### config.mk
export PLATFORM = sky130hd
export DESIGN_NAME = nibble_serial_subtractor
export DESIGN_NICKNAME = d
export VERILOG_FILES = /design/src/rtl/nibble_sub_pkg.sv /design/src/rtl/nibble_sub.sv /design/src/rtl/nibble_serial_subtractor.sv
export SDC_FILE = /design/constraint.sdc
export NUM_CORES = 1
export LEC_CHECK = 0
export BUFFER_PORTS_ARGS = -buffer_cell sky130_fd_sc_hd__buf_2
export CAP_MARGIN = 20
export CORE_UTILIZATION = 60
export CTS_BUF_LIST = sky130_fd_sc_hd__clkbuf_4
export CTS_CLUSTER_DIAMETER = 100
export DETAILED_ROUTE_END_ITERATION = 10
export PLACE_DENSITY = 0.87
export SLEW_MARGIN = 15
export SYNTH_ARGS = -nofsm -noshare
export SYNTH_HDL_FRONTEND = slang
export SYNTH_HIERARCHICAL = 1
export SYNTH_SLANG_ARGS = --single-unit
### constraint.sdc
create_clock -name clk -period 8 [get_ports clk]
set_input_delay 0.4 -clock clk [delete_from_list [all_inputs] [get_ports clk]]
set_output_delay 0.4 -clock clk [all_outputs]
set_load 0.02 [all_outputs]
### src/rtl/nibble_sub_pkg.sv
// Shared types and helpers for the nibble-serial subtractor.
// Optional flags (zero, overflow) are enabled by NIBBLE_SUB_FLAGS_EN.
package nibble_sub_pkg;

    localparam int NIBBLE_W = 4;

    typedef enum logic [1:0] {
        IDLE,
        RUN,
        DONE
    } state_e;

    function automatic int nibble_count(input int width);
        return width / NIBBLE_W;
    endfunction

endpackage

### src/rtl/nibble_sub.sv
// Combinational 4-bit subtract slice with borrow chain in/out.
// Reused once per cycle by the serial subtractor top.
module nibble_sub
    import nibble_sub_pkg::*;
(
    input  logic [NIBBLE_W-1:0] a,
    input  logic [NIBBLE_W-1:0] b,
    input  logic                borrow_in,
    output logic [NIBBLE_W-1:0] diff,
    output logic                borrow_out
);

    assign {borrow_out, diff} = {1'b0, a} - {1'b0, b}
                              - {{NIBBLE_W{1'b0}}, borrow_in};

endmodule

### src/rtl/nibble_serial_subtractor.sv
// Serial a - b - borrow_in, one nibble per clock, LSB first.
// Define NIBBLE_SUB_FLAGS_EN to add registered zero/overflow outputs.
module nibble_serial_subtractor
    import nibble_sub_pkg::*;
#(
    parameter int WIDTH = 16
) (
    input  logic             clk,
    input  logic             reset_n,
    input  logic             start,
    input  logic [WIDTH-1:0] a,
    input  logic [WIDTH-1:0] b,
    input  logic             borrow_in,
    output logic             busy,
    output logic             done,
    output logic [WIDTH-1:0] diff,
`ifdef NIBBLE_SUB_FLAGS_EN
    output logic             zero,
    output logic             overflow,
`endif
    output logic             borrow_out
);

    localparam int N     = nibble_count(WIDTH);
    localparam int IDX_W = (N > 1) ? $clog2(N) : 1;
    localparam logic [IDX_W-1:0] LAST = IDX_W'(N - 1);

    state_e           state_q, state_d;
    logic [IDX_W-1:0] idx_q, idx_d;
    logic [WIDTH-1:0] a_q, a_d;
    logic [WIDTH-1:0] b_q, b_d;
    logic             borrow_q, borrow_d;
    logic [WIDTH-1:0] diff_q, diff_d;
    logic             bout_q, bout_d;
`ifdef NIBBLE_SUB_FLAGS_EN
    logic             zero_q, zero_d;
    logic             ovf_q, ovf_d;
`endif

    logic [IDX_W+1:0]    sh;
    logic [NIBBLE_W-1:0] nib_a, nib_b, nib_d;
    logic                nib_bo;
    logic [WIDTH-1:0]    diff_upd;

    // Nibble offset in bits is index * 4
    assign sh    = {idx_q, 2'b00};
    assign nib_a = NIBBLE_W'(a_q >> sh);
    assign nib_b = NIBBLE_W'(b_q >> sh);

    nibble_sub u_slice (
        .a          (nib_a),
        .b          (nib_b),
        .borrow_in  (borrow_q),
        .diff       (nib_d),
        .borrow_out (nib_bo)
    );

    assign diff_upd = (diff_q & ~(WIDTH'(4'hF) << sh))
                    | (WIDTH'(nib_d) << sh);

    always_comb begin
        state_d  = state_q;
        idx_d    = idx_q;
        a_d      = a_q;
        b_d      = b_q;
        borrow_d = borrow_q;
        diff_d   = diff_q;
        bout_d   = bout_q;
`ifdef NIBBLE_SUB_FLAGS_EN
        zero_d   = zero_q;
        ovf_d    = ovf_q;
`endif
        unique case (state_q)
            IDLE, DONE: begin
                if (start) begin
                    a_d      = a;
                    b_d      = b;
                    borrow_d = borrow_in;
                    idx_d    = '0;
                    state_d  = RUN;
                end else begin
                    state_d  = IDLE;
                end
            end
            RUN: begin
                diff_d   = diff_upd;
                borrow_d = nib_bo;
                idx_d    = idx_q + IDX_W'(1);
                if (idx_q == LAST) begin
                    bout_d  = nib_bo;
                    idx_d   = '0;
                    state_d = DONE;
`ifdef NIBBLE_SUB_FLAGS_EN
                    zero_d  = (diff_upd == '0);
                    ovf_d   = (a_q[WIDTH-1] != b_q[WIDTH-1])
                           && (nib_d[NIBBLE_W-1] != a_q[WIDTH-1]);
`endif
                end
            end
            default: state_d = IDLE;
        endcase
    end

    always_ff @(posedge clk or negedge reset_n) begin
        if (!reset_n) begin
            state_q  <= IDLE;
            idx_q    <= '0;
            a_q      <= '0;
            b_q      <= '0;
            borrow_q <= 1'b0;
            diff_q   <= '0;
            bout_q   <= 1'b0;
`ifdef NIBBLE_SUB_FLAGS_EN
            zero_q   <= 1'b0;
            ovf_q    <= 1'b0;
`endif
        end else begin
            state_q  <= state_d;
            idx_q    <= idx_d;
            a_q      <= a_d;
            b_q      <= b_d;
            borrow_q <= borrow_d;
            diff_q   <= diff_d;
            bout_q   <= bout_d;
`ifdef NIBBLE_SUB_FLAGS_EN
            zero_q   <= zero_d;
            ovf_q    <= ovf_d;
`endif
        end
    end

    assign busy       = (state_q == RUN);
    assign done       = (state_q == DONE);
    assign diff       = diff_q;
    assign borrow_out = bout_q;
`ifdef NIBBLE_SUB_FLAGS_EN
    assign zero       = zero_q;
    assign overflow   = ovf_q;
`endif

endmodule

==> flow_metrics.env, run 1 <==
export IMPL_status="complete, no violations"
export IMPL_tightest_slew_ps=708.2
export IMPL_r2r_slack_ps=4840
export IMPL_max_freq_ghz=0.3164
export IMPL_cts_inserted_buffers=5
export IMPL_min_path_type="input port to asynchronous set/reset pin"
export IMPL_syn_nets=293
export IMPL_grt_pass1_vias=1806
export IMPL_drive_above_1_share_pct=25.08
export IMPL_cts_setup_buffers=0
export IMPL_worst_ep_required_time_ps=8300
export IMPL_crit_arrival_ps=3460
export IMPL_crit_fanout=16
export IMPL_area_growth_pct=12.19
export IMPL_syn_cell_area_mm2=0.002566
export IMPL_ir_worst_vdd_v=0.0002273
export IMPL_rsz0062_at_grt="false"
export IMPL_min_period_ps=3160
export IMPL_max_stage_delay_ps=810
export IMPL_hpwl_um=3286
export IMPL_core_mm2=0.004058
export IMPL_ys_warnings_count=6
export IMPL_crit_type="flip-flop to flip-flop"
export IMPL_dp_worst_setup_slack_ps=4823
export IMPL_die_area_mm2=0.004543
export IMPL_antenna_found_initial=0
export IMPL_max_slew_margin_pct=52.69
export IMPL_num_antenna_cells=0
export IMPL_yosysTopAreaCell="dfrtp_1"
export IMPL_finalNetCount=342
export IMPL_clk_pin_slew_ps=150
export IMPL_netlist_top_cells_area="dfrtp_1, nand2_1, ha_1"
export IMPL_worstReg2RegEnd="borrow_q"
export IMPL_yosysTopAreaCellShare_pct=52.66
export IMPL_synthArstFlopShare_pct=100.0
export IMPL_drt_first_iter_violations=120
export IMPL_synth_edf_count=0
export IMPL_gp_congestion=0.7736
export IMPL_crit_path_frequent_cell="fa_1"
export IMPL_cts_tree="done"
export IMPL_num_vias=1849
export IMPL_grt_pass1_wl_um=7693
export IMPL_stdcell_area_mm2=0.002879
export IMPL_cts_resized=0
export IMPL_num_rows=23
export IMPL_yosysSeqAreaShare_pct=52.66
export IMPL_routed_wirelength_um=4592
export IMPL_cts_sinks=54
export IMPL_cts_buffer_depth=2
export IMPL_wl_met1_um=2037
export IMPL_period_share_pct=39.50
export IMPL_ff2ff_path_depth=8
export IMPL_firstDrtPassIters=4
export IMPL_boundaryPins=55
export IMPL_yosys_register_bits=54
export IMPL_fin_ws_ps=4840
export IMPL_route_met2_wl_um=2328
export IMPL_synthTopCellsByCount="nand2_1, dfrtp_1, a32o_1, inv_1, ha_1"
export IMPL_gr_total_overflow=0
export IMPL_ys_types=28
export IMPL_wire_per_inst_um=13.31
export IMPL_grt_util_all_layers_pct=23.36
export IMPL_synth_most_common_cell="nand2_1"
export IMPL_htreeDepth=2
export IMPL_syn_inst=245
export IMPL_finalHoldViolations=0
export IMPL_path_cells="mux4_1, fa_1, fa_1, nand2b_1, a21oi_2, xor2_1, nor2_1, a31oi_1"
export IMPL_crit_path_end_kind="flip-flop"
export IMPL_power_density_mw_per_mm2=505.9
export IMPL_ant_nets=0
export IMPL_grt_max_degree=55
export IMPL_slew_violations=0
export IMPL_leakage_uw=0.001538
export IMPL_crit_family="adder cells"
export IMPL_worst_clock_skew_ps=15.10
export IMPL_startpoint_type="flip-flop"
export IMPL_yosys_most_used_dff="dfrtp_1"
export IMPL_drv_cap=0
export IMPL_worstSkewPairLatency_ps=370
export IMPL_die_h_um=67.40
export IMPL_wl_met3_um=180
export IMPL_viasPerCell=5.359
export IMPL_slowest_stage="dfrtp_1"
export IMPL_postCtsHoldBufs=0
export IMPL_placed_area_mm2=0.002814
export IMPL_synth_avg_cell_area_um2=10.47
export IMPL_cts_root_buf="clkbuf_4"
export IMPL_initial_core_util_pct=63.24
export IMPL_r2r_start="idx_q[0]"
export IMPL_top_layer_used="met4"
export IMPL_io_buffer_count=54
export IMPL_drc=0
export IMPL_critical_path_buf_inv_count=0
export IMPL_die_w_um=67.40
export IMPL_setup_tns_ps=0
export IMPL_setup_viol=0
per-stage QoR:
| stage | power, uW | utilization [%] | instances | hold slack (ps) |
|---|---|---|---|---|
| global route | 1599 | 70.95 | 345 | 172.3 |
| global placement | 1311 | 69.35 | 337 | 453.0 |
| CTS | 1476 | 70.77 | 345 | 136.7 |
| floorplan | 1155 | - | 245 | 104.4 |
| finish | 1456 | 70.95 | 345 | 121.4 |
| detailed placement | 1352 | 69.35 | 337 | 460.6 |
how the worst max path moves through the flow:
stage,from,endpoint,slack [ps],cells past startpoint
global route,idx_q[0],borrow_q,4580,8
global placement,idx_q[0],borrow_out,4920,7
finish,idx_q[0],borrow_q,4840,8
floorplan,idx_q[0],borrow_out,5320,8
CTS,idx_q[0],borrow_q,4800,8
detailed placement,idx_q[0],borrow_q,4820,8
layout by cell type, fill, tap and decap left out, types with 2 or more instances in the layout:
cell and count:
fa_1 2, xor2_1 4, mux4_2 4, ha_1 10
dfrtp_1 54, inv_1 11, a32o_1 12, buf_2 54
nand2_1 106, nand2b_2 2, nor2_1 5, o2bb2ai_1 4
clkbuf_4 5, o21ai_0 2, mux4_1 4
flip-flops by register name, indices dropped and copies added (netlist names):
name	count
borrow_out	1
state_q	2
borrow_q	1
a_q	16
b_q	16
idx_q	2
diff	16
routing by layer:
metal / GRT usage, % / vias up
met5: 0 / -
met4: 7.181 / 0
met3: 5.912 / 6
met2: 42.25 / 50
met1: 26.95 / 887
li1: - / 906
final cells by class:
type | count | area (um^2)
multi-input cells | 166 | 1084
clock inverters | 3 | 20.02
flip-flops and latches | 54 | 1351
fillers | 322 | 1179
clock buffers | 5 | 37.54
inverters | 12 | 46.29
repair buffers | 55 | 277.8
well taps | 50 | 62.56
kinds of logic (layout without fill, tap and decap cells):
logic type,Yosys count,in the layout,synth area share (%)
compound gates,22,22,7.704
xor+xnor,4,4,1.365
fa+ha+maj,12,12,6.436
buf+inv,25,75,5.509
flops,54,54,52.66
mux,9,9,8.045
simple gates,119,119,18.28
where the power goes:
part | internal (uW) | switching (uW)
clock | 34.5 | 82.8
sequential | 407 | 92.2
combinational | 353 | 487
total | 794 | 662
No activity file was read; power rests on OpenSTA's default activity.
==> inputs of run 2 (changes only) <==
- ABC_AREA: unset -> 1
- CORE_UTILIZATION: 60 -> 56
- PLACE_DENSITY: 0.87 -> 0.81
- clock period: 8 -> 3.04 ns (I/O delays scaled with it)
==> flow_metrics.env, run 2 <==
export IMPL_synth_avg_cell_area_um2=8.249
export IMPL_die_w_um=70.87
export IMPL_die_area_mm2=0.005023
export IMPL_worst_clock_skew_ps=12.73
export IMPL_crit_fanout=12
export IMPL_cts_tree="done"
export IMPL_path_depth=15
export IMPL_yosysTopAreaCell="dfrtp_1"
export IMPL_ys_warnings_count=6
export IMPL_cts_resized=0
export IMPL_num_vias=2211
export IMPL_drc=0
export IMPL_cts_root_buf="clkbuf_4"
export IMPL_antenna_found_initial=0
export IMPL_slowest_stage="dfrtp_1"
export IMPL_htreeDepth=2
export IMPL_num_antenna_cells=0
export IMPL_setup_tns_ps=0
export IMPL_wl_met1_um=2507
export IMPL_startpoint_type="flip-flop"
export IMPL_yosys_register_bits=54
export IMPL_crit_path_end_kind="flip-flop"
export IMPL_drive_above_1_share_pct=18.85
export IMPL_min_path_type="input port to flip-flop"
export IMPL_gp_congestion=0.9039
export IMPL_firstDrtPassIters=6
export IMPL_yosys_most_used_dff="dfrtp_1"
export IMPL_max_slew_margin_pct=51.47
export IMPL_ir_worst_vdd_v=0.0005504
export IMPL_synth_edf_count=0
export IMPL_syn_inst=322
export IMPL_io_buffer_count=54
export IMPL_final_cell_mix="nand2_1, dfrtp_1, buf_2"
export IMPL_synthArstFlopShare_pct=100.0
export IMPL_worstSkewPairLatency_ps=370
export IMPL_num_rows=24
export IMPL_netlist_top_cells_area="dfrtp_1, nand2_1, nand3_1"
export IMPL_ant_nets=0
export IMPL_yosysSeqAreaShare_pct=50.87
export IMPL_clk_pin_slew_ps=150
export IMPL_routed_wirelength_um=5438
export IMPL_gr_total_overflow=0
export IMPL_syn_nets=370
export IMPL_crit_path_frequent_cell="nand2_1"
export IMPL_grt_util_all_layers_pct=24.29
export IMPL_path_cells="inv_1, o21ai_0, nand2_1, fa_1, fa_1, inv_1, nand2_1, nand2_1, nand2_1, nand2_1, nand2_1, inv_1, nand3_1, nand3_1, nand2_1"
export IMPL_route_met2_wl_um=2625
export IMPL_synthTopCellsByCount="nand2_1, dfrtp_1, nand3_1, o21ai_0, nor2_1"
export IMPL_finalHoldViolations=0
export IMPL_finalNetCount=429
export IMPL_max_freq_ghz=0.3717
export IMPL_boundaryPins=55
export IMPL_leakage_uw=0.001741
export IMPL_wire_per_inst_um=12.53
export IMPL_status="complete, no violations"
export IMPL_stdcell_count=434
export IMPL_cts_inserted_buffers=5
export IMPL_viasPerCell=5.094
export IMPL_max_stage_delay_ps=520
export IMPL_cts_buffer_depth=2
export IMPL_crit_family="adder cells"
export IMPL_syn_cell_area_mm2=0.002656
export IMPL_grt_max_degree=44
export IMPL_grt_pass1_wl_um=9432
export IMPL_rsz0062_at_grt="false"
export IMPL_ff2ff_path_depth=15
export IMPL_drt_first_iter_violations=144
export IMPL_die_h_um=70.87
export IMPL_slew_violations=0
export IMPL_setup_viol=0
export IMPL_hpwl_um=4054
export IMPL_crit_type="flip-flop to flip-flop"
export IMPL_final_common_cell="nand2_1"
export IMPL_drv_cap=0
export IMPL_worst_ep_required_time_ps=3320
export IMPL_power_density_mw_per_mm2=1296
export IMPL_crit_arrival_ps=2970
export IMPL_min_period_ps=2690
export IMPL_yosysTopAreaCellShare_pct=50.87
export IMPL_tightest_slew_ps=725.4
export IMPL_core_mm2=0.004444
export IMPL_period_share_pct=88.50
export IMPL_wl_met3_um=221
export IMPL_cts_sinks=54
export IMPL_critical_path_buf_inv_count=3
export IMPL_ys_types=21
export IMPL_top_layer_used="met4"
export IMPL_worstHoldPathCells=3
export IMPL_grt_pass1_vias=2081
export IMPL_initial_core_util_pct=59.77
export IMPL_dp_cells=417
export IMPL_n_fill_cell=346
export IMPL_area_growth_pct=18.13
export IMPL_synth_most_common_cell="nand2_1"
-- run 2: worst register-to-register path, cell delays in order, from the launching register on --
cell and delay, ps:
dfrtp_1 520, inv_1 220, o21ai_0 240, nand2_1 110
fa_1 480, fa_1 400, inv_1 60, nand2_1 60
nand2_1 80, nand2_1 60, nand2_1 60, nand2_1 40
inv_1 50, nand3_1 70, nand3_1 90, nand2_1 50
-- run 2: routing by layer --
metal | vias up | GRT usage [%]
met5 | - | 0
met4 | 0 | 6.889
met3 | 9 | 4.701
met2 | 60 | 41.45
met1 | 998 | 31.87
li1 | 1144 | -
-- run 2: stage by stage --
step                      power (uW)  hold slack, ps  setup WS (ps)  area, um^2  utilization [%]
after global placement          3475           244.4          523.2        2947            66.30
after CTS                       4064           2.020          374.9        3118            70.16
after floorplan                 2983          -143.6          579.3        2656                -
after detailed placement        3570           240.8          426.7        2947            66.30
final                           4068           13.47          349.5        3138            70.61
after global routing            4462           3.237          132.3        3138            70.61
-- run 2: timing repair --
item	in CTS	in global routing
hold buffers	7	2
setup buffers	0	0
hold endpoints to repair	39	2
-- run 2: cell type report --
cell class | instances | area, um^2 | area share, %
clock inverters | 3 | 63.81 | 2.033
repair buffers | 66 | 382.9 | 12.20
flip-flops and latches | 54 | 1351 | 43.06
inverters | 27 | 101.3 | 3.230
multi-input cells | 227 | 1136 | 36.20
well taps | 52 | 65.06 | 2.073
clock buffers | 5 | 37.54 | 1.196
-- run 2: worst paths after layout --
| check | start | endpoint | slack (ps) |
|---|---|---|---|
| min reg2reg | b_q[7] | b_q[7] | 490 |
| max in group asynchronous | reset_n | diff[6] | 1950 |
| min | b[15] | b_q[15] | 10 |
| min in group asynchronous | reset_n | a_q[1] | 360 |
| max reg2reg | idx_q[0] | borrow_q | 350 |
| max | idx_q[0] | borrow_q | 350 |
-- run 2: kinds of logic after synthesis --
family	count (synthesis)	share of synthesized area (%)
AO/OA/AOI/OAI	45	9.232
flip-flops	54	50.87
XOR/XNOR	1	0.3298
adder cells (fa/ha/maj)	12	6.218
buffers and inverters	41	6.359
AND/OR/NAND/NOR	169	26.99
-- run 2: where the power goes --
| group | switching (uW) | internal, uW |
|---|---|---|
| clock | 211 | 254 |
| sequential | 194 | 1060 |
| combinational | 1530 | 823 |
| total | 1930 | 2140 |
==> inputs of run 3 (changes only) <==
- clock period: 3.04 -> 2.63 ns (I/O delays scaled with it)
==> flow_metrics.env, run 3 (synthesized netlist as in run 2, its figures left out) <==
export IMPL_crit_type="flip-flop to flip-flop"
export IMPL_p_sw_share_pct=48.23
export IMPL_intPower_uw=2460
export IMPL_rsz0062_at_grt="false"
export IMPL_gr_total_overflow=0
export IMPL_crit_fanout=14
export IMPL_r2r_start="idx_q[1]"
export IMPL_grt_util_all_layers_pct=26.63
export IMPL_viasPerCell=5.197
export IMPL_drc=0
export IMPL_die_h_um=70.87
export IMPL_cts_buffer_depth=2
export IMPL_pwr_share_seq_pct=30.5
export IMPL_wl_met1_um=2724
export IMPL_max_slew_margin_pct=62.95
export IMPL_htreeDepth=2
export IMPL_crit_arrival_ps=2730
export IMPL_gp_congestion=0.9532
export IMPL_grt_pass1_vias=2273
export IMPL_hpwl_um=4360
export IMPL_io_buffer_count=54
export IMPL_cts_inserted_buffers=5
export IMPL_num_antenna_cells=0
export IMPL_boundaryPins=55
export IMPL_finalPower_uw=4751
export IMPL_leakage_uw=0.001827
export IMPL_n_fill_cell=334
export IMPL_period_share_pct=93.21
export IMPL_final_common_cell="nand2_1"
export IMPL_setup_tns_ps=0
export IMPL_final_cell_mix="nand2_1, buf_2, dfrtp_1"
export IMPL_drive_above_1_share_pct=20.05
export IMPL_min_period_ps=2452
export IMPL_dp_cells=421
export IMPL_max_freq_ghz=0.4079
export IMPL_dp_worst_setup_slack_ps=121.9
export IMPL_initial_core_util_pct=59.77
export IMPL_cts_root_buf="clkbuf_4"
export IMPL_ir_worst_vdd_v=0.0006749
export IMPL_num_vias=2370
export IMPL_ant_nets=0
export IMPL_top_layer_used="met4"
export IMPL_finalNetCount=451
export IMPL_worst_clock_skew_ps=6.660
export IMPL_die_area_mm2=0.005023
export IMPL_fin_ws_ps=178.5
export IMPL_min_path_type="input port to flip-flop"
export IMPL_status="complete, no violations"
export IMPL_route_met2_wl_um=2966
export IMPL_final_core_util_pct=75.00
export IMPL_num_rows=24
export IMPL_grt_max_degree=30
export IMPL_antenna_found_initial=0
export IMPL_tightest_slew_ps=555.7
export IMPL_stdcell_count=456
export IMPL_pwr_share_comb_pct=59.8
export IMPL_worst_ep_required_time_ps=2910
export IMPL_cts_tree="done"
export IMPL_power_density_mw_per_mm2=1425
export IMPL_crit_start="idx_q[1]"
export IMPL_wl_met3_um=232
export IMPL_worstSkewPairLatency_ps=370
export IMPL_pwr_share_clk_pct=9.8
export IMPL_area_growth_pct=25.48
export IMPL_worstHoldStart="b[6]"
export IMPL_die_w_um=70.87
export IMPL_slew_violations=0
export IMPL_cts_sinks=54
export IMPL_startpoint_type="flip-flop"
export IMPL_wire_per_inst_um=13.34
export IMPL_setup_viol=0
export IMPL_p_switching_uw=2291
export IMPL_grt_pass1_wl_um=10290
export IMPL_firstDrtPassIters=6
export IMPL_drv_cap=0
export IMPL_crit_path_end_kind="flip-flop"
export IMPL_clk_pin_slew_ps=150
export IMPL_drt_first_iter_violations=206
export IMPL_finalHoldViolations=0
export IMPL_routed_wirelength_um=6082
export IMPL_core_mm2=0.004444
-- run 3: final timing paths --
kind	endpoint	slack [ps]	cells after the start
worst max register to register	borrow_q	180	17
worst max-delay path	borrow_q	180	17
min in group asynchronous	b_q[1]	260	2
max in group asynchronous	b_q[3]	1600	3
worst min register to register	diff[0]	500	2
worst min-delay path	b_q[6]	8	3
-- run 3: layout make-up --
cell class | count | area [um^2] | share of cell area (%)
flip-flops and latches | 54 | 1353 | 40.58
multi-input cells | 227 | 1139 | 34.16
repair buffers | 88 | 594.3 | 17.83
inverters | 27 | 101.3 | 3.041
well taps | 52 | 65.06 | 1.952
clock inverters | 3 | 43.79 | 1.314
clock buffers | 5 | 37.54 | 1.126
-- run 3: what timing repair did --
| action | CTS | global route |
|---|---|---|
| setup endpoints to repair | 0 | 3 |
| hold buffers | 24 | 2 |
| gates resized for setup | 0 | 4 |
| setup buffers | 0 | 1 |
| hold endpoints to repair | 48 | 2 |
-- run 3: routing by layer --
layer,vias to the layer above,track usage [%]
met3,18,4.843
met1,1099,33.87
li1,1183,-
met4,0,10.44
met5,-,0
met2,70,45.41
-- run 3: per-stage QoR --
step                area (um^2)  hold WS [ps]
floorplan                  2656        -164.1
global placement           2977         142.5
detailed placement         2977         153.5
CTS                        3298         1.374
global route               3333         1.448
finish                     3333         8.169
-- run 3: power by group through the flow --
stage	Clock (uW)	Sequential [uW]	Combinational (uW)
3_5_place_dp	0	1460	2730
4_1_cts	468	1440	2780
5_1_grt	508	1490	3220
6_report	463	1450	2840
2_1_floorplan	0	1560	1890
3_3_place_gp	0	1450	2620
-- run 3: worst max-delay path, cell delays in order, from the launching register on --
cell,delay (ps)
dfrtp_2,450
inv_2,120
nor2_1,120
o21ai_0,120
nand2_1,90
inv_1,60
fa_2,390
fa_1,410
inv_1,70
nand2_1,60
nand2_1,70
nand2_1,50
nand2_1,50
nand2_1,40
inv_1,50
nand3_1,70
nand3_1,80
nand2_1,50
